$ cat config.mk
export PLATFORM = sky130hd
export DESIGN_NAME = ref_gen_array
export DESIGN_NICKNAME = d
export VERILOG_FILES = /design/src/rtl/ref_gen_array.sv
export SDC_FILE = /design/constraint.sdc
export NUM_CORES = 1
export LEC_CHECK = 0
export ABC_AREA = 1
export CAP_MARGIN = 20
export CORE_MARGIN = 2
export CORE_UTILIZATION = 34
export DETAILED_ROUTE_END_ITERATION = 8
export GPL_TIMING_DRIVEN = 0
export PLACE_DENSITY = 0.49
export SYNTH_ARGS = -nofsm -noshare
export SYNTH_HDL_FRONTEND = slang
export SYNTH_SLANG_ARGS = --single-unit
$ cat constraint.sdc
create_clock -name clk100_i -period 2.2 [get_ports clk100_i]
set_input_delay 0.55 -clock clk100_i [delete_from_list [all_inputs] [get_ports clk100_i]]
set_output_delay 0.55 -clock clk100_i [all_outputs]
set_load 0.01 [all_outputs]
$ cat src/rtl/ref_gen_array.sv
// rtl/ref_gen_array.sv - multi-channel reference clock generator with free-run, aligned and burst modes
// Each channel toggles every H cycles after an optional P-cycle delay; config writes are staged as pending.
module ref_gen_array #(
  parameter int CHANNELS     = 4,
  parameter int CNT_W        = 12,
  parameter int DEFAULT_HALF = 20,
  parameter int BURST_EDGES  = 8,
  localparam int CH_W = (CHANNELS > 1) ? $clog2(CHANNELS) : 1,
  localparam int BC_W = $clog2(BURST_EDGES + 1)
) (
  input  logic                clk100_i,
  input  logic                rst_pbn_i,
  input  logic [1:0]          mode_i,
  input  logic                cfg_valid_i,
  output logic                cfg_ready_o,
  input  logic [CH_W-1:0]     cfg_chan_i,
  input  logic [CNT_W-1:0]    cfg_half_i,
  input  logic [CNT_W-1:0]    cfg_phase_i,
  output logic [CHANNELS-1:0] ref_o,
  output logic                sync_o,
  output logic                busy_o
);

  localparam logic [1:0] ST_IDLE  = 2'd0;
  localparam logic [1:0] ST_ALIGN = 2'd1;
  localparam logic [1:0] ST_RUN   = 2'd2;
  localparam logic [1:0] ST_DONE  = 2'd3;

  logic [1:0]          r_state;
  logic [1:0]          r_mode_q;
  logic [CHANNELS-1:0] r_ref;
  logic                r_sync;
  logic [BC_W-1:0]     r_burst;
  logic [CHANNELS-1:0] r_pend;
  logic [CNT_W-1:0]    r_h      [CHANNELS];
  logic [CNT_W-1:0]    r_p      [CHANNELS];
  logic [CNT_W-1:0]    r_pend_h [CHANNELS];
  logic [CNT_W-1:0]    r_pend_p [CHANNELS];
  logic [CNT_W-1:0]    r_cnt    [CHANNELS];
  logic [CNT_W-1:0]    r_dly    [CHANNELS];

  logic [1:0]          w_state_nxt;
  logic [CHANNELS-1:0] w_ref_nxt;
  logic [BC_W-1:0]     w_burst_nxt;
  logic [CHANNELS-1:0] w_apply;
  logic                w_fall0;
  logic                w_realign;
  logic                w_ready;
  logic                w_wr;
  logic [CNT_W-1:0]    w_half_in;
  logic [CNT_W-1:0]    w_h_eff   [CHANNELS];
  logic [CNT_W-1:0]    w_p_eff   [CHANNELS];
  logic [CNT_W-1:0]    w_cnt_nxt [CHANNELS];
  logic [CNT_W-1:0]    w_dly_nxt [CHANNELS];

  always_comb begin
    w_ready = 1'b1;
    for (int i = 0; i < CHANNELS; i++) begin
      if (cfg_chan_i == CH_W'(i)) w_ready = ~r_pend[i];
    end
  end

  assign w_wr      = cfg_valid_i & w_ready;
  assign w_half_in = (cfg_half_i == '0) ? CNT_W'(1) : cfg_half_i;

  // Values a channel will run with once its pending write is applied this edge
  always_comb begin
    for (int i = 0; i < CHANNELS; i++) begin
      w_h_eff[i] = r_pend[i] ? r_pend_h[i] : r_h[i];
      w_p_eff[i] = r_pend[i] ? r_pend_p[i] : r_p[i];
    end
  end

  assign w_realign = ((mode_i == 2'b10) && (r_mode_q != 2'b10)) ||
                     ((mode_i == 2'b11) && (r_mode_q != 2'b11));

  always_comb begin
    w_state_nxt = r_state;
    w_ref_nxt   = r_ref;
    w_burst_nxt = r_burst;
    w_apply     = '0;
    w_fall0     = 1'b0;
    for (int i = 0; i < CHANNELS; i++) begin
      w_cnt_nxt[i] = r_cnt[i];
      w_dly_nxt[i] = r_dly[i];
    end
    case (r_state)
      ST_IDLE: begin
        w_apply   = r_pend;
        w_ref_nxt = '0;
        for (int i = 0; i < CHANNELS; i++) begin
          w_cnt_nxt[i] = '0;
          w_dly_nxt[i] = '0;
        end
        if (mode_i == 2'b01) begin
          w_state_nxt = ST_RUN;
          w_ref_nxt   = '1;
          for (int i = 0; i < CHANNELS; i++) w_cnt_nxt[i] = w_h_eff[i] - CNT_W'(1);
        end else if (mode_i[1]) begin
          w_state_nxt = ST_ALIGN;
          w_burst_nxt = '0;
        end
      end
      ST_ALIGN: begin
        w_apply     = r_pend;
        w_state_nxt = ST_RUN;
        for (int i = 0; i < CHANNELS; i++) begin
          if (w_p_eff[i] == '0) begin
            w_ref_nxt[i] = 1'b1;
            w_cnt_nxt[i] = w_h_eff[i] - CNT_W'(1);
            w_dly_nxt[i] = '0;
          end else begin
            w_ref_nxt[i] = 1'b0;
            w_cnt_nxt[i] = '0;
            w_dly_nxt[i] = w_p_eff[i];
          end
        end
      end
      ST_RUN: begin
        if (mode_i == 2'b00) begin
          w_state_nxt = ST_IDLE;
          w_ref_nxt   = '0;
          for (int i = 0; i < CHANNELS; i++) begin
            w_cnt_nxt[i] = '0;
            w_dly_nxt[i] = '0;
          end
        end else if (w_realign) begin
          w_state_nxt = ST_ALIGN;
          w_ref_nxt   = '0;
          w_burst_nxt = '0;
        end else begin
          for (int i = 0; i < CHANNELS; i++) begin
            if (r_dly[i] != '0) begin
              w_dly_nxt[i] = r_dly[i] - CNT_W'(1);
              if (r_dly[i] == CNT_W'(1)) begin
                w_ref_nxt[i] = 1'b1;
                w_cnt_nxt[i] = r_h[i] - CNT_W'(1);
              end
            end else if (r_cnt[i] == '0) begin
              if (r_ref[i]) begin
                // Falling edge: pending config takes effect for the low half
                w_ref_nxt[i] = 1'b0;
                w_apply[i]   = r_pend[i];
                w_cnt_nxt[i] = w_h_eff[i] - CNT_W'(1);
              end else begin
                w_ref_nxt[i] = 1'b1;
                w_cnt_nxt[i] = r_h[i] - CNT_W'(1);
              end
            end else begin
              w_cnt_nxt[i] = r_cnt[i] - CNT_W'(1);
            end
          end
          w_fall0 = r_ref[0] & ~w_ref_nxt[0];
          if ((mode_i == 2'b11) && w_fall0) begin
            if (r_burst == BC_W'(BURST_EDGES - 1)) begin
              w_state_nxt = ST_DONE;
              w_ref_nxt   = '0;
            end else begin
              w_burst_nxt = r_burst + BC_W'(1);
            end
          end
        end
      end
      default: begin
        w_apply   = r_pend;
        w_ref_nxt = '0;
        if (mode_i == 2'b00) w_state_nxt = ST_IDLE;
      end
    endcase
  end

  always_ff @(posedge clk100_i or negedge rst_pbn_i) begin
    if (!rst_pbn_i) begin
      r_state  <= ST_IDLE;
      r_mode_q <= 2'b00;
      r_ref    <= '0;
      r_sync   <= 1'b0;
      r_burst  <= '0;
      r_pend   <= '0;
      for (int i = 0; i < CHANNELS; i++) begin
        r_h[i]      <= CNT_W'(DEFAULT_HALF);
        r_p[i]      <= '0;
        r_pend_h[i] <= '0;
        r_pend_p[i] <= '0;
        r_cnt[i]    <= '0;
        r_dly[i]    <= '0;
      end
    end else begin
      r_state  <= w_state_nxt;
      r_mode_q <= mode_i;
      r_ref    <= w_ref_nxt;
      r_sync   <= w_ref_nxt[0] & ~r_ref[0];
      r_burst  <= w_burst_nxt;
      for (int i = 0; i < CHANNELS; i++) begin
        r_cnt[i] <= w_cnt_nxt[i];
        r_dly[i] <= w_dly_nxt[i];
        if (w_apply[i]) begin
          r_h[i]    <= r_pend_h[i];
          r_p[i]    <= r_pend_p[i];
          r_pend[i] <= 1'b0;
        end
        if (w_wr && (cfg_chan_i == CH_W'(i))) begin
          r_pend_h[i] <= w_half_in;
          r_pend_p[i] <= cfg_phase_i;
          r_pend[i]   <= 1'b1;
        end
      end
    end
  end

  assign cfg_ready_o = w_ready;
  assign ref_o       = r_ref;
  assign sync_o      = r_sync;
  assign busy_o      = (r_state != ST_IDLE);

endmodule

==> results of run 1 <==
==> metal layers <==
layer	GRT usage [%]	part of all wire [%]
met1	32.9	44
met2	39.4	45
met3	4.63	6.4
met4	9.99	4.5
met5	0	0
==> flip-flops by register name, summed over array words and instances (netlist names) <==
name,flops
r_burst,4
r_cnt,48
r_pend,4
r_mode_q,2
r_dly,48
r_h,48
r_pend_h,48
sync_o,1
r_p,48
ref_o,4
r_state,2
r_pend_p,48
==> worst max-delay path, cell delays in order (launching register included) <==
cell and delay [ns]:
dfrtp_1 0.40, inv_2 0.09, ha_4 0.16, inv_4 0.04
nor4_4 0.21, nand3_4 0.14, nor3_4 0.20, buf_6 0.12
nand3b_1 0.11, nand2_2 0.11, clkinvlp_4 0.19, buf_6 0.20
o211ai_1 0.08, a21oi_1 0.10
==> through the flow <==
step	area, µm²	std cells	utilization [%]	power, W
2_1_floorplan	19600	2774	-	0.0249
3_3_place_gp	20900	3567	36.9	0.0320
3_5_place_dp	21000	3573	37.1	0.0324
4_1_cts	23400	3705	41.4	0.0412
5_1_grt	25000	3751	44.1	0.0479
6_report	25000	3752	44.1	0.0446
==> where the power goes <==
part,internal (W),switching (W)
clock,0.00389,0.00267
sequential,0.00781,0.00195
combinational,0.0101,0.0183
==> cell families after synthesis <==
kind of cell	synth area share, %
simple gates	27.4
compound gates	17.1
buf+inv	9.59
flops	39.1
xor+xnor	4.79
fa+ha+maj	1.98
==> worst max path at each step <==
| stage | start | endpoint | slack, ns | cells after the start |
|---|---|---|---|---|
| global route | r_cnt[37] | ref_o[2] | -0.17 | 13 |
| finish | r_cnt[37] | ref_o[2] | -0.09 | 13 |
| CTS | r_pend[1] | cfg_ready_o | -0.03 | 5 |
| detailed placement | mode_i[1] | r_cnt[31] | -1.78 | 11 |
| global placement | rst_pbn_i | r_cnt[3] | -13.78 | 1 |
| floorplan | r_cnt[36] | r_h[43] | 0.18 | 13 |
==> cells in the final DEF (no fill, tap or decap), drive strengths merged, types with 2 or more instances in the layout <==
cell	instances
a32o	2
nand3	167
and2	5
dfrtp	297
a22oi	14
nor2	297
a31oi	10
dfstp	8
nand3b	3
nand2	703
bufinv	2
o21bai	2
o32ai	2
ha	31
nand4	24
inv	347
a21boi	2
o22ai	47
a21o	2
clkdlybuf4s50	30
or2	15
nor3	41
xnor2	20
o211ai	9
buf	172
xor2	87
clkbuf	104
dlygate4sd2	2
o21ai	396
o2bb2ai	2
clkinvlp	6
o21a	3
clkinv	7
nor4	6
a21oi	121
clkdlybuf4s15	3
==> area by class of cell <==
type                       instances  share of cell area (%)
clock inverter                    10                   0.496
timing repair buffer             153                    5.79
tap                              756                    3.79
buffer                           100                    3.38
clock buffer                      60                    4.67
antenna                            1                  0.0100
inverter                         352                    5.57
sequential                       305                    30.7
multi-input combinational       2015                    45.6
==> what timing repair did <==
action | CTS | global route
pin swaps | 40 | 64
hold buffers | 1 | 0
hold endpoints to repair | 65 | 0
setup buffers | 61 | 45
setup endpoints to repair | 307 | 219
resized for setup | 231 | 368
cloned | 0 | 3
==> flow_metrics.py, run 1 <==
metrics = {
    "final_layout": {
        "regArea_um2": 7650,
        "area.growth.synth_to_final_pct": 27.6,
        "fillers": 5872,
        "drive_above_1_share_pct": 21.3,
        "finalNetCount": 3028,
        "multiInputGateArea_um2": 11400,
    },
    "clock_network": {
        "cts.sinks": 305,
        "htree_levels": 2,
        "path_clk_slew_ns": 0.06,
        "clk_latency_ns": 0.58,
        "cts_root_buf": "clkbuf_16",
        "cts_tree": "built",
        "cts_buffer_depth": 3,
        "cts_buffers": 39,
    },
    "synthesis": {
        "ys_ff_latch": 305,
        "async_flop_share_pct": 100,
        "yosys_warnings": 0,
        "avgSynthCellArea_um2": 7.05,
        "ys_seq_area_share_pct": 39.1,
        "synth.top_cells.by_count": "nand2_1, inv_1, o21ai_0",
        "yosysUniqueCellTypes": 58,
        "synth_area_um2": 19600,
        "synth_cells": 2774,
        "synth_most_common_cell": "nand2_1",
        "synth_top_area_share_pct": 38.0,
        "ys.flop_type": "dfrtp_1",
        "synth_area_leaders": "dfrtp_1, nand2_1, o21ai_0, inv_1, nor2_1",
        "synth_area_leader_cell": "dfrtp_1",
        "synth_enable_flop_cells": 0,
        "syn_nets": 2836,
    },
    "route": {
        "firstDrtPassIters": 6,
        "drc": 0,
        "drt_iter0_drc": 1869,
        "via_per_inst": 5.24,
        "vias": 19672,
        "wl_per_cell_um": 20.0,
        "final_antenna_net_count": 0,
        "routed_wl_mm": 75.1,
    },
    "critical_path": {
        "arrival_ns": 2.73,
        "worst_setup_path_end_kind": "flop",
        "r2r.worst_path.cells": 13,
        "start_kind": "flop",
        "critPathKind": "flop to flop",
        "crit_required_ns": 2.63,
        "crit_fanout": 3,
        "reg2reg_from": "r_cnt[37]",
        "reg2reg_to": "ref_o[2]",
        "r2r_slack_ns": -0.09,
    },
    "grt": {
        "track_usage_pct": 24.7,
        "grt-ovfl-total": 0,
        "grt_pass1_wl_mm": 113,
        "grt_pass1_vias": 18751,
        "antenna_found_initial": 3,
        "grt_max_degree": 91,
    },
    "place": {
        "place_ws_ns": -1.78,
        "gp_congestion": 0.891,
        "hpwl_mm": 55.4,
        "numPortBuffers": 37,
    },
    "pwr": {
        "leakage_nw": 11.6,
        "powerDensity_nw_per_um2": 1790,
        "vdd_drop_max_v": 0.000846,
    },
    "timing": {
        "grt_setup_unrepaired": "true",
        "finalSetupViolations": 9,
        "worstMarginPinSlew_ns": 1.15,
        "fin_crit_sh_pct": 104,
        "timing.final.crit_period_ns": 2.29,
        "fmax_mhz": 436,
        "final.setup.worst_slack_ns": -0.0932,
        "hold_ws_ns": 0.289,
        "tns_ns": -0.399,
        "clock-skew-final_ns": 0.0224,
        "relSlewSlack_pct": 23.6,
        "hold_viol_final": 0,
        "drv_slew": 0,
    },
    "die": {
        "die_w_um": 244,
        "core_um2": 56600,
        "dieHeight_um": 244,
        "ios": 38,
        "die_area_um2": 59400,
        "num_rows": 87,
        "start_util_pct": 34.5,
    },
    "hold_path": {
        "min_path_cells": 1,
        "hold_class": "input port to flop",
        "hold-path-endpoint": "r_mode_q[1]",
        "hp-start": "mode_i[1]",
    },
    "outcome": {
        "status": "finished, violations left",
        "violations": "negative setup slack",
    },
    "run": {
        "cap_violations": 0,
    },
}
(Power assumes the default switching activity.)
==> run 2: changes to the inputs <==
==> constraint.sdc (replaced) <==
create_clock -name clk100_i -period 2.68 [get_ports clk100_i]
set_input_delay 0.67 -clock clk100_i [delete_from_list [all_inputs] [get_ports clk100_i]]
set_output_delay 0.67 -clock clk100_i [all_outputs]
set_load 0.01 [all_outputs]
==> run 2 against run 1 <==
The flow now finishes without violations. Sequential share of layout area rose by 3.2 points. Largest power group unchanged. Combinational power down 32%. Total power decreased by 27%. Worst setup slack improved by 0.15 ns. Critical path type unchanged. Clock-buffer cell count did not move. Non-clock buffer count shrank 99. Largest cell class unchanged. Sequential power is 20% lower. First-iteration DRC count is 2.8% lower. Register-to-register slack improved by 0.15 ns.
==> flow_metrics.py, run 2 (synthesis results as in run 1) <==
metrics = {
    "grt": {
        "grt-ovfl-total": 0,
        "grt_pass1_vias": 18357,
        "grt_pass1_wl_mm": 111,
        "track_usage_pct": 24.3,
        "grt_max_degree": 91,
        "antenna_found_initial": 4,
    },
    "clock_network": {
        "cts_root_buf": "clkbuf_16",
        "htree_levels": 2,
        "cts_buffers": 39,
        "cts_tree": "built",
        "clk_latency_ns": 0.58,
        "cts_buffer_depth": 3,
        "path_clk_slew_ns": 0.06,
        "cts.sinks": 305,
    },
    "route": {
        "drc": 0,
        "wl_per_cell_um": 19.8,
        "firstDrtPassIters": 6,
        "routed_wl_mm": 72.2,
        "drt_iter0_drc": 1816,
        "final_antenna_net_count": 0,
        "wl_met2_mm": 32.3,
        "wl_met1_mm": 32.7,
        "via_per_inst": 5.19,
        "wl_met3_mm": 4.40,
        "vias": 18970,
        "top_layer_used": "met4",
    },
    "final_layout": {
        "layout.cells.most_common_list": "nand2_1, inv_1, o21ai_0, dfrtp_1, nor2_1",
        "finalNetCount": 2929,
        "area.growth.synth_to_final_pct": 15.5,
        "drive_above_1_share_pct": 9.12,
        "antenna-diode-count": 0,
        "finish.instance_area_um2": 22600,
        "final_common_cell": "nand2_1",
    },
    "hold_path": {
        "hold_class": "input port to async pin",
    },
    "critical_path": {
        "critPathKind": "flop to flop",
        "start_kind": "flop",
        "arrival_ns": 3.11,
        "crit_fanout": 10,
        "worst_setup_path_end_kind": "flop",
        "crit_required_ns": 3.16,
    },
    "pwr": {
        "power_frac_seq_pct": 24.0,
        "p_switching_w": 0.0169,
        "vdd_drop_max_v": 0.000633,
        "leakage_nw": 10.8,
        "finalPower_w": 0.0325,
        "internal_power_w": 0.0156,
        "switching_share_pct": 52.1,
        "p_comb_share_pct": 59.4,
        "pwr-share-clk_pct": 16.6,
        "powerDensity_nw_per_um2": 1440,
    },
    "die": {
        "num_rows": 87,
        "dieHeight_um": 244,
        "start_util_pct": 34.5,
        "core_um2": 56600,
        "die_area_um2": 59400,
        "die_w_um": 244,
        "ios": 38,
    },
    "timing": {
        "relSlewSlack_pct": 33.6,
        "drv_slew": 0,
        "worstMarginPinSlew_ns": 0.996,
        "finalSetupViolations": 0,
        "timing.final.crit_period_ns": 2.62,
        "hold_viol_final": 0,
        "clock-skew-final_ns": 0.0248,
        "fin_crit_sh_pct": 97.9,
        "fmax_mhz": 381,
    },
    "place": {
        "numPortBuffers": 37,
        "place_area_um2": 21000,
        "gp_congestion": 0.891,
        "hpwl_mm": 55.4,
    },
    "outcome": {
        "status": "completed",
    },
    "run": {
        "cap_violations": 0,
    },
}
==> run 2: routing by layer <==
| metal | vias to the layer above | track usage [%] |
|---|---|---|
| li1 | 9195 | - |
| met5 | - | 0 |
| met2 | 597 | 38.7 |
| met4 | 0 | 9.36 |
| met3 | 136 | 4.13 |
| met1 | 9042 | 32.9 |
==> run 2: worst max-delay path: stages (launching register included) <==
cell and delay (ns):
dfrtp_1 0.40, inv_1 0.10, ha_1 0.37, clkbuf_1 0.46, buf_8 0.24, buf_1 0.62, nand3_1 0.21, o21ai_0 0.13
==> run 2: power by group through the flow <==
| stage | clock network, W | logic, W | registers, W |
|---|---|---|---|
| floorplan | 0 | 0.0130 | 0.00745 |
| global placement | 0 | 0.0185 | 0.00783 |
| detailed placement | 0 | 0.0187 | 0.00783 |
| CTS | 0.00550 | 0.0190 | 0.00778 |
| global route | 0.00568 | 0.0214 | 0.00804 |
| finish | 0.00539 | 0.0193 | 0.00781 |
==> run 2: final timing paths <==
path	startpoint	endpoint	slack [ns]	depth (start not counted)
min	rst_pbn_i	r_cnt[30]	0.04	1
min reg2reg	r_p[40]	r_p[40]	0.47	2
max reg2reg	r_state[1]	r_dly[14]	0.06	7
min in group clk100_i	r_p[40]	r_p[40]	0.47	2
max	r_state[1]	r_dly[14]	0.06	7
max in group asynchronous	rst_pbn_i	r_h[4]	1.26	3
==> run 2: stage by stage <==
step	hold slack [ns]	cells	TNS, ns	utilization, %	worst slack [ns]
floorplan	0.374	2774	0	-	0.652
global placement	0.456	3567	-4269.75	36.9	-13.42
detailed placement	0.463	3573	-224.70	37.1	-1.42
CTS	0.0541	3647	0	39.7	0.0195
global route	0.0716	3652	-0.00373	39.9	-0.00308
finish	0.0364	3652	0	39.9	0.0557
==> run 2: area by class of cell <==
class	instances	area (µm²)
buffer	99	584
clock buffer	60	1170
clock inverter	10	124
fill	6077	34000
inverter	352	1340
multi-input combinational	2015	10200
sequential	305	7640
tap	756	946
timing repair buffer	55	613
==> run 2: timing repair <==
action / 4_1_cts / 5_1_grt
gates resized for setup: 46 / 29
setup buffers: 4 / 8
endpoints found under the setup margin: 269 / 134
hold buffers: 0 / 0
pin swaps: 1 / 7
==> run 3: changes to the inputs <==
--- a/config.mk
+++ b/config.mk
@@ -8,10 +8,10 @@
 export ABC_AREA = 1
 export CAP_MARGIN = 20
 export CORE_MARGIN = 2
-export CORE_UTILIZATION = 34
+export CORE_UTILIZATION = 55
 export DETAILED_ROUTE_END_ITERATION = 8
 export GPL_TIMING_DRIVEN = 0
-export PLACE_DENSITY = 0.49
+export PLACE_DENSITY = 0.72
 export SYNTH_ARGS = -nofsm -noshare
 export SYNTH_HDL_FRONTEND = slang
 export SYNTH_SLANG_ARGS = --single-unit
==> run 3 against run 2 <==
Non-clock buffer count is the same. Flip-flop and latch count did not move. Sequential share of layout area up 0.58 points. Fmax down 1.1%. Clock power rose by 3%. Via count increased by 3.6%. Combinational power down 2%. Routed wire length is 9.9% lower. Register-to-register slack worse by 0.03 ns. Largest cell class unchanged. Largest power group unchanged. Clock skew rose by 0.0017 ns. Die area shrank 38%.
==> flow_metrics.py, run 3 (synthesis results as in run 1) <==
metrics = {
    "die": {
        "die_area_um2": 37100,
        "start_util_pct": 55.4,
        "die_w_um": 193,
        "ios": 38,
        "num_rows": 69,
        "core_um2": 35300,
        "dieHeight_um": 193,
    },
    "timing": {
        "hold_viol_final": 0,
        "final.setup.worst_slack_ns": 0.0264,
        "timing.final.crit_period_ns": 2.65,
        "grt_setup_unrepaired": "true",
        "clock-skew-final_ns": 0.0265,
        "fin_crit_sh_pct": 99.0,
        "relSlewSlack_pct": 17.5,
        "tns_ns": 0,
        "finalSetupViolations": 0,
        "drv_slew": 0,
        "fmax_mhz": 377,
        "worstMarginPinSlew_ns": 1.24,
    },
    "critical_path": {
        "start_kind": "flop",
        "crit_required_ns": 3.11,
        "critPathKind": "flop to flop",
        "critPathSlowestCell": "buf_2",
        "arrival_ns": 3.08,
        "critPathBufInv": 3,
        "worst_setup_path_end_kind": "flop",
        "crit_fanout": 10,
        "cp_cell_sequence": "inv_1, ha_1, nor2_1, inv_1, buf_2, o21ai_0, a21oi_1, nor2_1",
        "slowest_delay_ns": 0.57,
        "cpLargestDelayFamily": "buffers and inverters",
    },
    "clock_network": {
        "cts_buffer_depth": 3,
        "path_clk_slew_ns": 0.06,
        "cts.sinks": 305,
        "cts_hold_buf": 0,
        "htree_levels": 2,
        "cts_root_buf": "clkbuf_16",
        "cts_buffers": 37,
        "clk_latency_ns": 0.57,
        "cts_tree": "built",
    },
    "pwr": {
        "p_switching_w": 0.0166,
        "powerDensity_nw_per_um2": 1460,
        "leakage_nw": 10.8,
        "power_frac_seq_pct": 24.2,
        "finalPower_w": 0.0323,
        "vdd_drop_max_v": 0.000746,
        "p_comb_share_pct": 58.6,
        "internal_power_w": 0.0157,
        "switching_share_pct": 51.3,
        "pwr-share-clk_pct": 17.2,
    },
    "route": {
        "firstDrtPassIters": 8,
        "via_per_inst": 5.86,
        "drc": 0,
        "routed_wl_mm": 65.1,
        "vias": 19662,
        "wl_per_cell_um": 19.4,
        "drt_iter0_drc": 1910,
        "final_antenna_net_count": 0,
    },
    "final_layout": {
        "layout.cells.most_common_list": "nand2_1, inv_1, o21ai_0, dfrtp_1, nor2_1",
        "area.growth.synth_to_final_pct": 13.5,
        "finalNetCount": 2927,
        "finish.instance_area_um2": 22200,
        "fin_util_pct": 62.9,
        "drive_above_1_share_pct": 9.02,
        "final_common_cell": "nand2_1",
    },
    "grt": {
        "grt_pass1_vias": 18512,
        "track_usage_pct": 35.6,
        "grt_pass1_wl_mm": 101,
        "grt-ovfl-total": 0,
        "antenna_found_initial": 4,
        "grt_max_degree": 121,
    },
    "hold_path": {
        "hold_class": "input port to async pin",
    },
    "outcome": {
        "status": "completed",
    },
    "place": {
        "place_area_um2": 20600,
        "numPortBuffers": 37,
        "gp_congestion": 0.986,
        "place_ws_ns": -0.870,
        "hpwl_mm": 48.1,
    },
    "run": {
        "cap_violations": 0,
    },
}
-- run 3: worst register-to-register path, cell delays in order (launching register included) --
cell	delay [ns]
dfrtp_1	0.41
inv_1	0.11
ha_1	0.36
nor2_1	0.09
inv_1	0.50
buf_2	0.58
o21ai_0	0.18
a21oi_1	0.22
nor2_1	0.06
-- run 3: path summary, 6_finish.rpt --
path	startpoint	endpoint	slack (ns)	depth (start not counted)
max in group asynchronous	rst_pbn_i	ref_o[0]	1.50	2
min in group clk100_i	r_p[43]	r_p[43]	0.48	2
worst min register to register	r_p[43]	r_p[43]	0.48	2
worst max register to register	r_state[1]	r_cnt[31]	0.03	8
worst min-delay path	rst_pbn_i	r_cnt[22]	0.08	1
worst max-delay path	r_state[1]	r_cnt[31]	0.03	8
-- run 3: routing by layer --
metal	routed length (µm)	GRT usage (%)	vias to the layer above
met5	38	0	-
met4	3070	17.7	2
met3	5820	5.00	179
met2	29200	55.5	939
met1	27000	48.6	9356
li1	-	-	9186
-- run 3: final cells by class --
class,count,area (µm²)
fillers,3168,13100
multi-input cells,2015,10100
flip-flops and latches,305,7640
inverters,352,1330
clock buffers,48,1060
plain buffers,102,592
well taps,461,577
repair buffers,52,563
clock inverters,20,293
diodes,1,2.50
-- run 3: stage by stage --
stage / cells / hold WS, ns
global route: 3355 / 0.124
CTS: 3349 / 0.104
detailed placement: 3275 / 0.459
global placement: 3272 / 0.455
finish: 3356 / 0.0803
floorplan: 2774 / 0.374
-- run 3: power groups by stage --
stage / registers, W / logic [W] / clock network, W
2_1_floorplan: 0.00745 / 0.0130 / 0
3_3_place_gp: 0.00777 / 0.0176 / 0
3_5_place_dp: 0.00782 / 0.0180 / 0
4_1_cts: 0.00776 / 0.0183 / 0.00560
5_1_grt: 0.00801 / 0.0209 / 0.00577
6_report: 0.00782 / 0.0189 / 0.00556
-- run 3: what timing repair did --
item / in CTS / in global routing
pin swaps: 3 / 4
endpoints found under the setup margin: 177 / 127
resized for setup: 26 / 34
buffers inserted: 6 / 6
